`src/rtl/bp_defs.sv`:
```
// bp_defs: definitions shared by the branch-prediction blocks (predictor
// table, branch resolve unit, fetch-redirect logic).
//   LOWER_DEF  default number of low PC bits used as the predictor index
//   CNT_W_DEF  default width of the statistics counters
//   Entry layout: pc_lo in bits [LOWER:1], predicted direction in bit [0].
package bp_defs;

  localparam int LOWER_DEF = 5;
  localparam int CNT_W_DEF = 16;

  localparam int PRED_BIT = 0;
  localparam int PC_LSB   = 1;

  function automatic int entry_width(input int lower);
    return lower + 1;
  endfunction

endpackage

```
`src/rtl/bp_fifo.sv`:
```
// bp_fifo: parameterised circular queue with push, pop and synchronous clear.
//   clk, arst_n      clock, asynchronous active-low reset
//   push, push_data  write request and data (ignored while full or clearing)
//   pop              read request (ignored while empty or clearing)
//   clear            empties the queue at the end of the cycle
//   head             oldest entry, read combinationally
//   count/full/empty occupancy status
module bp_fifo #(
  parameter int WIDTH = 6,
  parameter int DEPTH = 4
) (
  input  logic                     clk,
  input  logic                     arst_n,
  input  logic                     push,
  input  logic [WIDTH-1:0]         push_data,
  input  logic                     pop,
  input  logic                     clear,
  output logic [WIDTH-1:0]         head,
  output logic [$clog2(DEPTH):0]   count,
  output logic                     full,
  output logic                     empty
);

  localparam int AW = $clog2(DEPTH);

  logic [WIDTH-1:0] mem [DEPTH];
  logic [AW-1:0]    rd_ptr;
  logic [AW-1:0]    wr_ptr;
  logic             do_push;
  logic             do_pop;

  assign full    = (count == (AW+1)'(DEPTH));
  assign empty   = (count == '0);
  assign do_push = push & ~full & ~clear;
  assign do_pop  = pop & ~empty & ~clear;
  assign head    = mem[rd_ptr];

  // DEPTH is a power of two, so the pointers wrap by plain overflow.
  always_ff @(posedge clk or negedge arst_n) begin
    if (!arst_n) begin
      rd_ptr <= '0;
      wr_ptr <= '0;
      count  <= '0;
    end else if (clear) begin
      rd_ptr <= '0;
      wr_ptr <= '0;
      count  <= '0;
    end else begin
      if (do_push) wr_ptr <= wr_ptr + AW'(1);
      if (do_pop)  rd_ptr <= rd_ptr + AW'(1);
      case ({do_push, do_pop})
        2'b10:   count <= count + (AW+1)'(1);
        2'b01:   count <= count - (AW+1)'(1);
        default: count <= count;
      endcase
    end
  end

  // Storage is reset so head never carries undefined data.
  always_ff @(posedge clk or negedge arst_n) begin
    if (!arst_n) begin
      for (int i = 0; i < DEPTH; i++) mem[i] <= '0;
    end else if (do_push) begin
      mem[wr_ptr] <= push_data;
    end
  end

endmodule

```
`src/rtl/branch_resolve_unit.sv`:
```
// branch_resolve_unit: consumer end of the branch-prediction loop.
// Queues each fetched branch's {pc_lo, pred}, compares the prediction with
// the outcome when the oldest branch resolves, and drives the predictor
// update port one cycle later.
//   clk, arst_n                        clock, asynchronous active-low reset
//   fetch_valid/pc_lo/pred, fetch_ready push side (fetched branches)
//   resolve_valid/taken/jump           pop side (execute-stage outcome)
//   upd_en/addr/taken/jumped           registered predictor update
//   mispredict                         registered one-cycle flush pulse
//   branch_cnt, mispred_cnt            saturating statistics
//   underflow                          sticky: pop seen on an empty queue
module branch_resolve_unit
  import bp_defs::*;
#(
  parameter int LOWER = LOWER_DEF,
  parameter int DEPTH = 4,
  parameter int CNT_W = CNT_W_DEF
) (
  input  logic             clk,
  input  logic             arst_n,
  input  logic             fetch_valid,
  input  logic [LOWER-1:0] fetch_pc_lo,
  input  logic             fetch_pred,
  output logic             fetch_ready,
  input  logic             resolve_valid,
  input  logic             resolve_taken,
  input  logic             resolve_jump,
  output logic             upd_en,
  output logic [LOWER-1:0] upd_addr,
  output logic             upd_taken,
  output logic             upd_jumped,
  output logic             mispredict,
  output logic [CNT_W-1:0] branch_cnt,
  output logic [CNT_W-1:0] mispred_cnt,
  output logic             underflow
);

  localparam int ENTRY_W = entry_width(LOWER);

  logic [ENTRY_W-1:0]        head;
  logic [$clog2(DEPTH):0]    q_count;
  logic                      q_full;
  logic                      q_empty;
  logic                      pop_ok;
  logic                      push_ok;
  logic                      actual;
  logic                      mis_now;

  assign fetch_ready = ~q_full;
  assign pop_ok      = resolve_valid & (q_count != '0);
  assign actual      = resolve_taken | resolve_jump;
  assign mis_now     = pop_ok & (head[PRED_BIT] != actual);
  // Fetches in the detect cycle and the following pulse cycle are wrong-path.
  assign push_ok     = fetch_valid & fetch_ready & ~mis_now & ~mispredict;

  bp_fifo #(
    .WIDTH (ENTRY_W),
    .DEPTH (DEPTH)
  ) u_fifo (
    .clk       (clk),
    .arst_n    (arst_n),
    .push      (push_ok),
    .push_data ({fetch_pc_lo, fetch_pred}),
    .pop       (pop_ok),
    .clear     (mis_now),
    .head      (head),
    .count     (q_count),
    .full      (q_full),
    .empty     (q_empty)
  );

  // Update port is fully registered, breaking any path from resolve_* out.
  always_ff @(posedge clk or negedge arst_n) begin
    if (!arst_n) begin
      upd_en     <= 1'b0;
      upd_addr   <= '0;
      upd_taken  <= 1'b0;
      upd_jumped <= 1'b0;
      mispredict <= 1'b0;
    end else begin
      upd_en     <= pop_ok;
      upd_addr   <= head[LOWER:PC_LSB];
      upd_taken  <= resolve_taken;
      upd_jumped <= resolve_jump;
      mispredict <= mis_now;
    end
  end

  // Statistics saturate at all-ones instead of wrapping.
  always_ff @(posedge clk or negedge arst_n) begin
    if (!arst_n) begin
      branch_cnt  <= '0;
      mispred_cnt <= '0;
      underflow   <= 1'b0;
    end else begin
      if (pop_ok && (branch_cnt != {CNT_W{1'b1}}))
        branch_cnt <= branch_cnt + CNT_W'(1);
      if (mis_now && (mispred_cnt != {CNT_W{1'b1}}))
        mispred_cnt <= mispred_cnt + CNT_W'(1);
      if (resolve_valid && q_empty)
        underflow <= 1'b1;
    end
  end

endmodule
```
`config.mk`:
```
export PLATFORM = sky130hd
export DESIGN_NAME = branch_resolve_unit
export DESIGN_NICKNAME = d
export VERILOG_FILES = /design/src/rtl/bp_defs.sv /design/src/rtl/bp_fifo.sv /design/src/rtl/branch_resolve_unit.sv
export SDC_FILE = /design/constraint.sdc
export NUM_CORES = 1
export LEC_CHECK = 0
export BUFFER_PORTS_ARGS = -buffer_cell sky130_fd_sc_hd__buf_2
export CAP_MARGIN = 20
export CORE_MARGIN = 2
export CORE_UTILIZATION = 56
export DETAILED_ROUTE_END_ITERATION = 16
export PLACE_DENSITY = 0.79
export SYNTH_ARGS = -nofsm -noshare
export SYNTH_HDL_FRONTEND = slang
export SYNTH_SLANG_ARGS = --single-unit
```
`constraint.sdc`:
```
create_clock -name clk -period 3.6 [get_ports clk]
set_clock_uncertainty 0.2 [all_clocks]
set_input_delay 0.72 -clock clk [delete_from_list [all_inputs] [get_ports clk]]
set_output_delay 0.72 -clock clk [all_outputs]
set_load 0.005 [all_outputs]
```
Word level (Yosys, flattened, before mapping)

Cells that the tools add are included.

Register bits after elaboration: 73

Bitwise logic cells: 16
Reduce and logical (&&, ||, !) cells: 9
$add $sub $neg: 6
Magnitude comparators: 3
Multiplexer cells: 12
Equality and inequality tests: 6

Operators with widths:

| operator                                                   | number |
|---|---|
| adder 16 x 1 -> 16 bit, second input constant              | 2 |
| != test 16 bit, second input constant                      | 2 |
| bitwise mux 24 bit                                         | 1 |
| two-way mux 6 bit                                          | 3 |
| binary-select mux 6 bit (select 2 bit)                     | 1 |
| demux 6 bit (select 2 bit)                                 | 1 |
| bitwise AND 1 bit                                          | 9 |
| two-way mux 2 bit                                          | 4 |
| greater-or-equal comparator 3 bit, second input constant   | 2 |
| inverter 2 -> 3 bit                                        | 2 |
| case mux 3 bit (2 select lines)                            | 1 |
| nonzero test 3 bit                                         | 2 |
| adder 2 x 1 -> 2 bit, second input constant                | 2 |
| logical AND 1 bit                                          | 4 |
| inverter 1 bit                                             | 4 |
| nonzero test 2 bit                                         | 2 |
| adder 3 x 1 -> 3 bit, second input constant                | 1 |
| equality test 3 bit, second input constant                 | 1 |
| logical NOT 3 bit                                          | 1 |
| less-than comparator 3 x 1 -> 1 bit, second input constant | 1 |
| two-way mux 3 bit                                          | 1 |
| subtractor 3 x 1 -> 3 bit, second input constant           | 1 |
| equality test 2 x 1 -> 1 bit, second input constant        | 1 |
| equality test 2 bit, second input constant                 | 1 |
| other kinds (2)                                            | 2 |

Longest topological paths before layout

Depth after elaboration: 14
Depth in mapped cells: 9
Depth with buffers taken out: 9

By module

From an unflattened synthesis, not the netlist that was laid out.

Cell total of the unflattened synthesis: 282
Area, all modules: 3455.8 um2

By module, submodules not included:

| module              | instances | cells each | area an instance (um2) | sequential area each (um2) |
|---|---|---|---|---|
| branch_resolve_unit | 1         | 164        | 1894.3                 | 1051.0 |
| bp_fifo             | 1         | 118        | 1561.5                 | 775.7 |

Worst setup path before layout

No wires, ideal clock.

Path kind: input-to-reg
Start: in resolve_jump
End: reg u_fifo.count[2]
Library setup time: 120 ps
Slack: 822 ps
Data required time: 3280 ps
Cell stages on the path: 8
Buffers on the path: 0
Data arrival time: 2458 ps
Cells stage by stage: or3b_1 mux2_2 nand3_1 nor2_1 fa_1 o211ai_1 nand3_1 and3_1

Longest elaborated chain between the ends: 11

Ends and longest elaborated chain:

| what                                                                       | line                                                    | source |
|---|---|---|
| start, declared                                                            | branch_resolve_unit.sv:27                               | `input logic resolve_jump,` |
| bitwise OR 1 bit (*)                                                       | branch_resolve_unit.sv:51                               | `assign actual = resolve_taken \| resolve_jump;` |
| != test 1 bit (*)                                                          | branch_resolve_unit.sv:52                               | `assign mis_now = pop_ok & (head[PRED_BIT] != actual);` |
| bitwise AND 1 bit (*)                                                      | branch_resolve_unit.sv:52                               |  |
| inverter 1 bit                                                             | bp_fifo.sv:34, bp_fifo.sv:35, branch_resolve_unit.sv:54 |  |
| bitwise AND 1 bit (2 in a row)                                             | branch_resolve_unit.sv:54                               | `assign push_ok = fetch_valid & fetch_ready & ~mis_now & ~mispredict;` |
| bitwise AND 1 bit (2 in a row)                                             | bp_fifo.sv:34                                           | `assign do_push = push & ~full & ~clear;` |
| equality test 2 x 1 -> 1 bit / equality test 2 bit (equally long branches) | bp_fifo.sv:51                                           | `case ({do_push, do_pop})` |
| case mux 3 bit (2 select lines)                                            | bp_fifo.sv:51                                           |  |
| two-way mux 3 bit                                                          | bp_fifo.sv:44                                           | `end else if (clear) begin` |
| end signal, assigned                                                       | bp_fifo.sv:52                                           | `2'b10: count <= count + (AW+1)'(1);` |
| end signal, assigned                                                       | bp_fifo.sv:53                                           | `2'b01: count <= count - (AW+1)'(1);` |
| end signal, assigned                                                       | bp_fifo.sv:54                                           | `default: count <= count;` |
| end, declared                                                              | bp_fifo.sv:19                                           | `output logic [$clog2(DEPTH):0] count,` |

Mark *: on every way between the ends. The rest lies on a longest branch, timed or not.
A chain may end at the register's enable or synchronous reset.

Final worst setup path

Start: reg u_fifo.rd_ptr[1]
End: reg u_fifo.count[1]

Longest elaborated chain between the ends: 14

Ends and longest elaborated chain:

| what                                                                       | line                                                    | source |
|---|---|---|
| start, declared                                                            | bp_fifo.sv:27                                           | `logic [AW-1:0] rd_ptr;` |
| start signal, assigned                                                     | bp_fifo.sv:50                                           | `if (do_pop) rd_ptr <= rd_ptr + AW'(1);` |
| inverter 2 -> 3 bit (not written as such) (*)                              | bp_fifo.sv:36                                           | `assign head = mem[rd_ptr];` |
| binary-select mux 6 bit (select 2 bit) (*)                                 | bp_fifo.sv:36                                           |  |
| two-way mux 6 bit (not written as such) (*) (2 in a row)                   | bp_fifo.sv:36                                           |  |
| != test 1 bit (*)                                                          | branch_resolve_unit.sv:52                               |  |
| bitwise AND 1 bit (*)                                                      | branch_resolve_unit.sv:52                               |  |
| inverter 1 bit                                                             | bp_fifo.sv:34, bp_fifo.sv:35, branch_resolve_unit.sv:54 |  |
| bitwise AND 1 bit (2 in a row)                                             | branch_resolve_unit.sv:54                               |  |
| bitwise AND 1 bit (2 in a row)                                             | bp_fifo.sv:34                                           |  |
| equality test 2 x 1 -> 1 bit / equality test 2 bit (equally long branches) | bp_fifo.sv:51                                           |  |
| case mux 3 bit (2 select lines)                                            | bp_fifo.sv:51                                           |  |
| two-way mux 3 bit                                                          | bp_fifo.sv:44                                           |  |

Mark *: on every way between the ends. The rest lies on a longest branch, timed or not. The select of a mux whose other input is x is not followed.

==> reports/metrics.yaml <==
wirelength_mm: 6.07
setup_violations: 0
hold_buffers: 0
synthXorXnorAreaFrac_pct: 7.44
grt_pass1_wl_mm: 10.3
finalCritPeriodShare_pct: 81.9
design.die.area_sq_mm: 0.00674
synth_top_family_by_area: "multiplexers"
rows: 28
maxSlewHeadroom_pct: 49.5
synth_compound_area_share_pct: 4.65
clk_latency_ns: 0.34
ff2ff_setup_slack_ns: 0.65
vdd_drop_max_v: 0.000480
timing.rr.end: "u_fifo.count[1]$_DFFE_PN0P_"
coreArea_sq_mm: 0.00592
first_pass_iters: 4
die_w_microns: 82.1
cts_tree: "built"
cp.required_ns: 3.62
cts_resized: 0
yosysWarnings: 0
synthCells: 268
grt_max_degree: 42
cts.sinks: 73
yosys.area_share.simple_pct: 14.0
cts_root_buf: "clkbuf_8"
overflow: 0
hold_class: "in2async"
drt_iter0_drc: 115
criticalPathCategory: "reg2reg"
post-route-drc-count: 0
hpwl_mm: 4.38
final.setup.tns_ns: 0
portBuffers: 54
synth.avg_cell_area_sq_um: 12.7
via_per_inst: 5.52
hold_viol_final: 0
wl_per_cell_microns: 14.8
grt_pass1_vias: 2138
io_pins: 55
grtUsageTotal_pct: 20.2
leakage_nw: 1.80
status: "finished clean"
finalNetCount: 349
finalMaxSlewViolations: 0
initial_core_util_pct: 57.7
place_congestion: 0.763
reg2reg_depth: 8
die_y_microns: 82.1
n_antenna_cell: 0
cts_buffers: 9
drive_above_1_share_pct: 34.0
clk_pin_slew_worst_paths_ns: 0.08
dr_total_vias: 2264
synth_cell_type_count: 41
areaGrowthSynthToFinish_pct: 15.4
period_minus_slack_ns: 2.95
synth_mux_area_share_pct: 15.8
powerDensity_mw_per_mm2: 735
cts_setup_buffers: 0
tightest_slew_ns: 0.758
synth_seq_cells: 73
rsz0062_at_grt: "false"
synth_nets: 287
synthAdderAreaFrac_pct: 2.78
max-cap-violations: 0
fmax_mhz: 339
ys_seq_area_share_pct: 53.5
end_kind: "flop"
hold_slack_ns: 0.238
cp_max_fo: 9
arrival_ns: 2.97
h-tree-depth: 3
antenna_found_initial: 0
r2r-start: "u_fifo.rd_ptr[1]$_DFFE_PN0P_"
worstSetupStartpointType: "flop"
clock_path_buffers: 2
synth_area_sq_mm: 0.00342
detail-route-antenna-nets: 0
-- power breakdown --
| part | switching, W | total [W] | internal (W) | leakage, nW |
|---|---|---|---|---|
| Clock | 0.000312 | 0.000561 | 0.000248 | 0.0814 |
| Sequential | 0.000238 | 0.00134 | 0.00110 | 0.919 |
| Combinational | 0.000434 | 0.000998 | 0.000565 | 0.798 |
| Total | 0.000984 | 0.00290 | 0.00191 | 1.80 |
-- metal layers --
metal  track usage (%)  vias to the layer above  part of all wire [%]
met3              5.87                        9                   5.1
met5                 0                        -                     0
met2              29.3                       53                    47
met4              7.83                        0                   1.3
met1              28.7                     1115                    46
li1                  -                     1087                     -
-- sequential cells by signal, summed over array words and instances (netlist names) --
| name | flops |
|---|---|
| branch_cnt | 16 |
| mispred_cnt | 16 |
| mispredict | 1 |
| u_fifo.count | 3 |
| u_fifo.mem | 24 |
| u_fifo.rd_ptr | 2 |
| u_fifo.wr_ptr | 2 |
| underflow | 1 |
| upd_addr | 5 |
| upd_en | 1 |
| upd_jumped | 1 |
| upd_taken | 1 |
-- critical path, stage by stage (launching register included) --
cell and delay, ns:
dfrtp_1 0.60, mux2i_1 0.39, mux2i_4 0.41, nand3_1 0.23
nor2_1 0.17, fa_1 0.44, nand2b_1 0.09, a21oi_1 0.06
a211o_1 0.26
-- cells in the mapped netlist --
library cell,number,area [sq um]
nor2_1,15,56.3
o21ai_0,4,20.0
xnor2_1,23,201
or3b_1,2,17.5
mux2i_1,4,40.0
and3_1,4,25.0
nand3_1,13,65.1
a211o_1,2,17.5
nand4b_1,2,17.5
dfrtp_1,73,1830
nor3_2,2,20.0
nor4_1,4,25.0
o21ba_2,1,10.0
a21oi_4,1,16.3
or3_1,1,6.26
xor2_1,6,52.6
and3b_1,1,8.76
nand4_1,13,81.3
mux2_4,13,195
a31oi_1,1,6.26
buf_2,1,5.00
nand2b_1,5,31.3
buf_4,1,7.51
o31ai_1,1,7.51
a21oi_1,4,20.0
fa_1,1,20.0
and4_1,1,8.76
o211ai_1,1,7.51
mux4_2,5,113
mux2_2,15,169
nor2_4,2,22.5
buf_6,2,22.5
clkbuf_1,2,7.51
o2111ai_1,3,26.3
nand2_1,19,71.3
a211oi_2,1,12.5
inv_1,6,22.5
a21o_1,2,15.0
ha_1,6,75.1
nor3_1,4,20.0
mux2i_4,1,22.5
-- metrics by stage --
stage | setup WS, ns | total power (W) | instances | cell area [sq um] | util [%]
final | 0.652 | 0.00290 | 410 | 3940 | 66.6
after global placement | 0.600 | 0.00230 | 394 | 3770 | 63.7
after CTS | 0.647 | 0.00292 | 410 | 3940 | 66.6
after global routing | 0.476 | 0.00310 | 410 | 3940 | 66.6
after detailed placement | 0.537 | 0.00236 | 394 | 3770 | 63.7
after floorplan | 0.822 | 0.00207 | 268 | 3420 | -
-- layout by cell type, fill, tap and decap left out, types with 5 or more instances in the layout --
| cell | n |
|---|---|
| buf_2 | 54 |
| clkbuf_8 | 9 |
| dfrtp_1 | 73 |
| ha_1 | 6 |
| inv_1 | 6 |
| mux2_2 | 15 |
| mux2_4 | 13 |
| mux4_2 | 5 |
| nand2_1 | 19 |
| nand2b_1 | 5 |
| nand3_1 | 13 |
| nand4_1 | 13 |
| nor2_1 | 15 |
| xnor2_1 | 23 |
| xor2_1 | 6 |
-- worst max path at each step --
stage / startpoint / to / slack, ns / depth (start not counted)
after floorplan: resolve_jump / u_fifo.count[2]$_DFFE_PN0P_ / 0.82 / 8
after global placement: resolve_jump / u_fifo.count[2]$_DFFE_PN0P_ / 0.60 / 9
after detailed placement: resolve_jump / u_fifo.count[2]$_DFFE_PN0P_ / 0.54 / 9
after CTS: u_fifo.rd_ptr[1]$_DFFE_PN0P_ / u_fifo.count[1]$_DFFE_PN0P_ / 0.65 / 8
after global routing: u_fifo.rd_ptr[1]$_DFFE_PN0P_ / u_fifo.count[1]$_DFFE_PN0P_ / 0.48 / 8
final: u_fifo.rd_ptr[1]$_DFFE_PN0P_ / u_fifo.count[1]$_DFFE_PN0P_ / 0.65 / 8
-- area by class of cell --
cell class	count	area, sq um
fillers	445	1980
flip-flops and latches	73	1830
multi-input cells	183	1520
repair buffers	57	305
clock buffers	9	124
well taps	75	93.8
clock inverters	7	46.3
inverters	6	22.5
-- cells by family after synthesis --
group	count (synthesis)
simple gates	88
buf+inv	12
xor+xnor	29
flops	73
mux	38
compound gates	21
fa+ha+maj	7
No activity file was read; power rests on OpenSTA's default activity.
